===== src/rtl/stream_upsize_arb.sv =====
// Packet-level round-robin arbiter feeding one stream_upsize slave port from N_SRC sources.
// Define STREAM_UPSIZE_ARB_ID_EN to expose m_src_o, the index of the source driving m.
module stream_upsize_arb #(
    parameter int  N_SRC        = 4,
    parameter int  T_DATA_WIDTH = 4,
    localparam int SRC_W        = $clog2(N_SRC)
) (
    input  logic                                 clk,
    input  logic                                 rst_n,
    input  logic [N_SRC-1:0][T_DATA_WIDTH-1:0]   s_data_i,
    input  logic [N_SRC-1:0]                     s_last_i,
    input  logic [N_SRC-1:0]                     s_valid_i,
    output logic [N_SRC-1:0]                     s_ready_o,
    output logic [T_DATA_WIDTH-1:0]              m_data_o,
    output logic                                 m_last_o,
    output logic                                 m_valid_o,
    input  logic                                 m_ready_i,
`ifdef STREAM_UPSIZE_ARB_ID_EN
    output logic [SRC_W-1:0]                     m_src_o,
`endif
    output logic                                 busy_o
);

    typedef enum logic {IDLE, LOCKED} state_e;

    state_e           state_q, state_d;
    logic [SRC_W-1:0] owner_q, owner_d;
    logic [SRC_W-1:0] rr_last_q, rr_last_d;
    logic [SRC_W-1:0] sel;
    logic [SRC_W-1:0] idx;
    logic             found;
    logic             sel_vld;
    logic             acc;

    // While idle, search starts just after the last packet winner so every requester gets a turn.
    always_comb begin
        sel   = owner_q;
        found = 1'b0;
        idx   = '0;
        if (state_q == IDLE) begin
            sel = '0;
            for (int i = 1; i <= N_SRC; i++) begin
                idx = SRC_W'((int'(rr_last_q) + i) % N_SRC);
                if (!found && s_valid_i[idx]) begin
                    found = 1'b1;
                    sel   = idx;
                end
            end
        end
        sel_vld = rst_n && ((state_q == LOCKED) || found);
    end

    always_comb begin
        m_data_o  = s_data_i[sel];
        m_last_o  = s_last_i[sel];
        m_valid_o = sel_vld && s_valid_i[sel];
        s_ready_o = '0;
        if (sel_vld) begin
            s_ready_o[sel] = m_ready_i;
        end
        acc = m_valid_o && m_ready_i;
    end

    // A stalled first beat also locks, so a late higher-priority request cannot change m_data_o.
    always_comb begin
        state_d   = state_q;
        owner_d   = owner_q;
        rr_last_d = rr_last_q;
        if (state_q == IDLE) begin
            if (m_valid_o) begin
                if (m_ready_i && m_last_o) begin
                    rr_last_d = sel;
                end else begin
                    state_d = LOCKED;
                    owner_d = sel;
                end
            end
        end else if (acc && m_last_o) begin
            state_d   = IDLE;
            rr_last_d = owner_q;
        end
    end

    always_ff @(posedge clk or negedge rst_n) begin
        if (!rst_n) begin
            state_q   <= IDLE;
            owner_q   <= '0;
            rr_last_q <= SRC_W'(N_SRC - 1);
        end else begin
            state_q   <= state_d;
            owner_q   <= owner_d;
            rr_last_q <= rr_last_d;
        end
    end

    assign busy_o = (state_q == LOCKED);

`ifdef STREAM_UPSIZE_ARB_ID_EN
    assign m_src_o = sel_vld ? sel : '0;
`endif

endmodule


===== config.mk =====
export PLATFORM = sky130hd
export DESIGN_NAME = stream_upsize_arb
export DESIGN_NICKNAME = d
export VERILOG_FILES = /design/src/rtl/stream_upsize_arb.sv
export SDC_FILE = /design/constraint.sdc
export NUM_CORES = 1
export LEC_CHECK = 0
export BUFFER_PORTS_ARGS = -buffer_cell sky130_fd_sc_hd__buf_2
export CELL_PAD_IN_SITES_DETAIL_PLACEMENT = 0
export CELL_PAD_IN_SITES_GLOBAL_PLACEMENT = 1
export CORE_MARGIN = 5
export CORE_UTILIZATION = 31
export CTS_CLUSTER_DIAMETER = 200
export CTS_CLUSTER_SIZE = 40
export DETAILED_ROUTE_END_ITERATION = 12
export GPL_TIMING_DRIVEN = 0
export MAX_ROUTING_LAYER = met4
export PLACE_DENSITY_LB_ADDON = 0.1
export SYNTH_ARGS = -nofsm -noshare
export SYNTH_HDL_FRONTEND = slang
export SYNTH_SLANG_ARGS = --single-unit

===== constraint.sdc =====
create_clock -name clk -period 3.05 [get_ports clk]
set_clock_uncertainty 0.2 [all_clocks]
set_input_delay 0.305 -clock clk [delete_from_list [all_inputs] [get_ports clk]]
set_output_delay 0.305 -clock clk [all_outputs]
set_load 0.02 [all_outputs]

==> After elaboration in Yosys (flattened, before gate mapping) <==
Index checks and enable logic that the tools add are counted.
{ "totals": {"n_memories": 0, "latch_bits": 0, "inputBits": 27, "mem_bits_ro": 0, "wordCells": 72, "ram_bits": 0, "out_inout_bits": 11, "regBits": 5} }
{ "classes": {"add_sub_neg": 4, "eq_ne": 1, "shifts": 0, "n_mul": 0, "bitwise": 3, "reduce_logical": 17, "n_div": 0, "n_mux": 38, "order_cmp": 6} }
{ "op_table": {"columns": ["cell", "count"], "rows": [
  ["$mux 1", 19],
  ["$mux 2", 9],
  ["$lt 2x3->1 const B", 5],
  ["$bmux 1 s2", 6],
  ["$logic_and 1x1->1", 9],
  ["$bmux 4 s2", 1],
  ["$mux 4", 2],
  ["$reduce_and 3->1", 2],
  ["$add 2x1->2 const B", 2],
  ["$add 2x2->2 const B", 2],
  ["$and 4x4->4", 1],
  ["$reduce_bool 2->1", 2],
  ["$logic_not 1->1", 3],
  ["$demux 1 s2", 1],
  ["$ge 2x1->1 const B", 1],
  ["$ne 2x1->1 const B", 1],
  ["$not 1->1", 2],
  ["$logic_or 1x1->1", 1]
]} }

==> Logic depth before layout (Yosys ltp) <==
{ "depth": {"depth_word": 24, "mapped_depth": 9, "mapped_depth_nobuf": 7} }

==> Least setup slack after synthesis <==
Ideal clock, no wire load.
{ "synth_path": {"path_kind": "reg-to-reg", "start": "register state_q (netlist: busy_o)", "end": "register rr_last_q[0]", "t_required_ns": 2.765, "arrival_ns": 2.321, "setup_slack_ns": 0.445, "path_buffers": 2, "setup_time_ns": 0.085, "synth_period_minus_slack_ns": 2.605, "path_stages_with_launch": 9, "path_cell_list": "dfrtp_1 -> clkbuf_1 -> nor2b_1 -> a31oi_4 -> buf_6 -> o211a_1 -> nor4_4 -> nand3_2 -> mux2_1"} }
{ "synth_via": {"elab_chain_cells": 8, "elab_cells_between_ends": 19, "classes_between": "eq/ne (1); mux (9); reduce/logical (9)"} }
{ "synth_lines": {"columns": ["item", "line_no", "rtl"], "rows": [
  ["start: declaration", "26", "state_e state_q, state_d;"],
  ["start signal: assignment", "90", "state_q <= state_d;"],
  ["$mux 2 or $mux 1 (tied branches)", "40", "if (state_q == IDLE) begin"],
  ["$bmux 1 s2 or $logic_or 1x1->1 (tied branches)", "56, 50", null],
  ["$mux 1 (not written as such) or $logic_and 1x1->1 (tied branches)", "56, 50", null],
  ["$logic_and 1x1->1 *", "56", "m_valid_o = sel_vld && s_valid_i[sel];"],
  ["via m_valid_o", "16", "output logic m_valid_o,"],
  ["$logic_and 1x1->1", "61", "acc = m_valid_o && m_ready_i;"],
  ["$logic_and 1x1->1", "78", "end else if (acc && m_last_o) begin"],
  ["$ne 2x1->1 (no line)", null, null],
  ["$reduce_and 3->1 (no line) *", null, null],
  ["end signal: assignment", "88", "rr_last_q <= SRC_W'(N_SRC - 1);"],
  ["end signal: assignment", "92", "rr_last_q <= rr_last_d;"],
  ["end: declaration", "28", "logic [SRC_W-1:0] rr_last_q, rr_last_d;"]
]} }
Mark *: on every way through the listed nets, which the timed path passes. The rest lies on a longest branch. The select of a mux whose other input is x is not followed.
A chain may end at the register's enable or synchronous reset.

==> Final worst setup path <==
{ "layout_path": {"start": "register rr_last_q[1]", "end": "output m_valid_o"} }
{ "layout_via": {"elab_chain_cells": 20, "elab_cells_between_ends": 36, "classes_between": "add/sub (4); mux (23); reduce/logical (9)"} }
{ "layout_lines": {"columns": ["item", "line_no", "rtl"], "rows": [
  ["$add 2x1->2", "43", "idx = SRC_W'((int'(rr_last_q) + i) % N_SRC);"],
  ["$bmux 1 s2", "44", "if (!found && s_valid_i[idx]) begin"],
  ["$mux 1 (not written as such)", "44", null],
  ["$mux 1", "44", null],
  ["$mux 1", "40", null],
  ["$logic_not 1->1", "44", null],
  ["$logic_and 1x1->1", "44", null],
  ["$mux 1", "44", null],
  ["(+4 left out)", null, null],
  ["$mux 1", "40", null],
  ["$logic_not 1->1", "44", null],
  ["$logic_and 1x1->1", "44", null],
  ["$mux 2 or $mux 1 (tied branches)", "44", null],
  ["$mux 2 or $mux 1 (tied branches)", "40", null],
  ["$bmux 1 s2 or $logic_or 1x1->1 (tied branches)", "56, 50", null],
  ["$mux 1 (not written as such) or $logic_and 1x1->1 (tied branches)", "56, 50", null],
  ["$logic_and 1x1->1 *", "56", null],
  ["end: declaration", "16", null]
]} }
Every way passes the cells marked *; elsewhere a longest branch is shown, timed or not. The select of a mux whose other input is x is not followed.

==> run summary <==
=====================================================================================
Run status                                                                  completed
Vias in the first global route                                                    830
Final weighted congestion of routability-driven global placement               0.7516
Number of nets in the finished design                                             157
H-tree level count                                                                  1
Leak pwr                                                                 0.0004856 uW
Number of gates on the worst path with buffers counted                              8
Arrival time of the worst setup path                                          2.35 ns
Antenna violations before repair                                                    0
Routed via count divided by cell count                                          5.102
Top-Level Pins                                                                     38
Max frequency                                                               350.4 MHz
Number of inserted filler cells in the final layout                               254
Kind of end point of the critical path                                    output port
Clock-pin transition on the worst setup and hold timing paths                 0.05 ns
Clock buffers created by TritonCTS                                                  3
Skew-Pair Late Insertion Delay                                                0.25 ns
Vias after detailed routing                                                       801
RSZ-0062 raised after global routing                                               no
Largest net degree at the start of global routing                                  11
Count of distinct cell types in the synthesized netlist                            39
Standard-cell row count                                                            17
Register bit count reported by yosys                                                5
Count of routing violations after the opening detailed-route iteration             21
PnR Total Power                                                              984.5 uW
Initial cell density of the core                                               33.19%
Clock tree root buffer cell                                              sky130_fd_sc_hd__clkbuf_4
Total grt overflow                                                                  0
Mean routed wirelength per cell                                              13.29 um
Setup total negative slack                                                       0 ns
Post-route ant nets                                                                 0
Number of cells produced by synthesis                                              89
Post-synth net total                                                              116
Post-synthesis area per instance                                            8.407 um2
Reg2reg path depth                                                                  9
Post-Route Hold Slack                                                       0.2094 ns
Horizontal die dimension                                                     59.13 um
Total wire length                                                             2087 um
Worst ir drop on vdd                                                      0.0004641 V
First-pass GRT wire length                                                    3739 um
Final hold violations                                                               0
Synth warn                                                                          0
Critical-path cell list                                                  buf_6 -> nand2_2 -> a311oi_2 -> a22o_1 -> buf_4 -> a211oi_2 -> nor4_4 -> buf_2
Floorplan die area                                                       0.003496 mm2
MaxCap Viol Count                                                                   0
Sort of element at the start of the critical path                                flop
CTS Sinks                                                                           5
Required time reported for the critical path endpoint                         2.54 ns
Critical path class                                                        reg -> out
Detail Placement HPWL                                                         1733 um
First-pass detailed-route iteration total                                           4
Synthesized cell area                                                       748.2 um2
Post-CTS repair timing setup buffer count                                           0
Final setup violation count                                                         0
Post-route minimum period                                                    2.854 ns
CP Buf/Inv Count                                                                    3
Crit path max-delay family                                               buffers and inverters
PortBufs                                                                           36
Final Cycle Share                                                              93.57%
Worst slew pin tran                                                         0.4599 ns
Deepest clock path buffer count                                                     2
Post-synthesis sequential area ratio                                           17.06%
Diode count                                                                         0
GRT Util Overall                                                               13.90%
Core region area                                                         0.002255 mm2
Fraction of final layout cells sized beyond drive strength 1                   44.19%
Fin. max-slew vios                                                                  0
Power Dens Cells                                                         983.5 mW/mm2
Cell type of the slowest stage on the worst timing path                  sky130_fd_sc_hd__dfstp_2
Critical-path maximum fanout                                                       18
Hold Path Cell Cnt                                                                  3
Worst path max stage delay                                                    0.55 ns
Worst hold path class                                                       in -> reg
Die outline height                                                           59.13 um
Max-slew headroom at the worst pin                                             69.16%
Area growth from synthesis to layout                                           33.78%
CTS tree                                                                         done
Number of DRC violations after detailed routing                                     0
=====================================================================================
-- sequential cells by signal, indices dropped and copies added (netlist names) --
name	count
rr_last_q	2
busy_o	1
owner_q	2
-- layer usage --
metal	share of wire (%)	GRT usage [%]
met3	8.1	3.268
met1	44	17.40
met5	0	-
met4	0	1.942
met2	48	23.19
-- worst paths after layout --
check	start	to	slack, ns
max	rr_last_q[1]	m_valid_o	0.20
min	m_ready_i	busy_o	0.21
max reg2reg	rr_last_q[1]	rr_last_q[0]	0.41
min reg2reg	owner_q[0]	owner_q[0]	0.30
max in group asynchronous	rst_n	rr_last_q[0]	2.19
min in group asynchronous	rst_n	busy_o	0.23
-- through the flow --
step,instance area (um2),util [%],setup WS [ns],std cells
final,1001,44.40,0.1962,157
after CTS,999.7,44.34,0.07310,158
after global placement,963.4,42.73,0.3687,153
after detailed placement,963.4,42.73,0.3539,153
after global routing,1001,44.40,0.03818,157
after floorplan,748.2,-,0.4447,89
-- cells in the mapped netlist --
cell type | instances | area, um2
sky130_fd_sc_hd__nand3_2 | 1 | 10.01
sky130_fd_sc_hd__a21oi_1 | 6 | 30.03
sky130_fd_sc_hd__buf_4 | 2 | 15.01
sky130_fd_sc_hd__nand2_2 | 1 | 6.260
sky130_fd_sc_hd__inv_1 | 6 | 22.52
sky130_fd_sc_hd__dfrtp_1 | 3 | 75.07
sky130_fd_sc_hd__nor2b_1 | 7 | 43.79
sky130_fd_sc_hd__mux2i_1 | 7 | 70.07
sky130_fd_sc_hd__a31oi_1 | 2 | 12.51
sky130_fd_sc_hd__o21a_1 | 1 | 7.510
sky130_fd_sc_hd__o211a_1 | 2 | 20.02
sky130_fd_sc_hd__a211o_1 | 1 | 8.760
sky130_fd_sc_hd__or2_4 | 1 | 8.760
sky130_fd_sc_hd__a21o_1 | 1 | 7.510
sky130_fd_sc_hd__a221oi_1 | 1 | 8.760
sky130_fd_sc_hd__nor3b_1 | 2 | 15.01
sky130_fd_sc_hd__buf_2 | 2 | 10.01
sky130_fd_sc_hd__or3_1 | 1 | 6.260
sky130_fd_sc_hd__a31oi_2 | 1 | 12.51
sky130_fd_sc_hd__nand2b_1 | 3 | 18.77
sky130_fd_sc_hd__nor2_1 | 6 | 22.52
sky130_fd_sc_hd__dfstp_2 | 2 | 52.55
sky130_fd_sc_hd__nand2_1 | 4 | 15.01
sky130_fd_sc_hd__a211oi_1 | 5 | 37.54
sky130_fd_sc_hd__a31oi_4 | 1 | 21.27
sky130_fd_sc_hd__a32oi_1 | 1 | 8.760
sky130_fd_sc_hd__buf_6 | 2 | 22.52
sky130_fd_sc_hd__a211oi_2 | 1 | 12.51
sky130_fd_sc_hd__a311oi_2 | 1 | 15.01
sky130_fd_sc_hd__o311ai_0 | 1 | 8.760
sky130_fd_sc_hd__and3_1 | 2 | 12.51
sky130_fd_sc_hd__nor4_4 | 1 | 21.27
sky130_fd_sc_hd__o31ai_1 | 1 | 7.510
sky130_fd_sc_hd__nor3_1 | 2 | 10.01
sky130_fd_sc_hd__a22oi_2 | 1 | 12.51
sky130_fd_sc_hd__clkbuf_1 | 2 | 7.510
sky130_fd_sc_hd__mux2_1 | 3 | 33.78
sky130_fd_sc_hd__a2bb2oi_1 | 1 | 8.760
sky130_fd_sc_hd__a22o_1 | 1 | 8.760
-- cell usage in the layout, fill, tap and decap left out, drive strengths merged, types with 2 or more instances in the layout --
cell type / count
inv: 6
dfrtp: 3
o211a: 2
and3: 2
nor3: 2
a211oi: 6
dfstp: 2
nor2: 6
buf: 42
clkbuf: 5
nand2b: 3
nand2: 5
nor2b: 7
a31oi: 4
a21oi: 6
nor3b: 2
mux2i: 7
mux2: 3
-- report_power, final --
part / internal [uW] / switching [uW]
combinational: 322 / 455
clock: 49.7 / 30.1
sequential: 109 / 19.1
-- what timing repair did --
action	in CTS	in global routing
setup endpoints to repair	0	5
hold endpoints to repair	5	0
hold buffers	1	0
gates resized for setup	0	1
-- tightest hold or removal path, stage by stage --
cell,delay [ns]
sky130_fd_sc_hd__buf_2,0.12
sky130_fd_sc_hd__nand3_2,0.08
sky130_fd_sc_hd__o21a_1,0.12
-- layout make-up --
type	instances	area (um2)	area share [%]
inverter	6	22.52	2.250
sequential	5	127.6	12.75
multi-input combinational	70	548.0	54.75
tap	28	35.03	3.500
buffer	7	51.30	5.125
clock buffer	4	26.28	2.625
timing repair buffer	37	190.2	19.00
-- logic make-up after synthesis --
| kind of cell | share of synthesized area [%] |
|---|---|
| AO/OA/AOI/OAI | 33.28 |
| flip-flops | 17.06 |
| buffers and inverters | 10.37 |
| AND/OR/NAND/NOR | 25.42 |
| multiplexers | 13.88 |
Note: power is estimated with default switching activity, not from simulation.
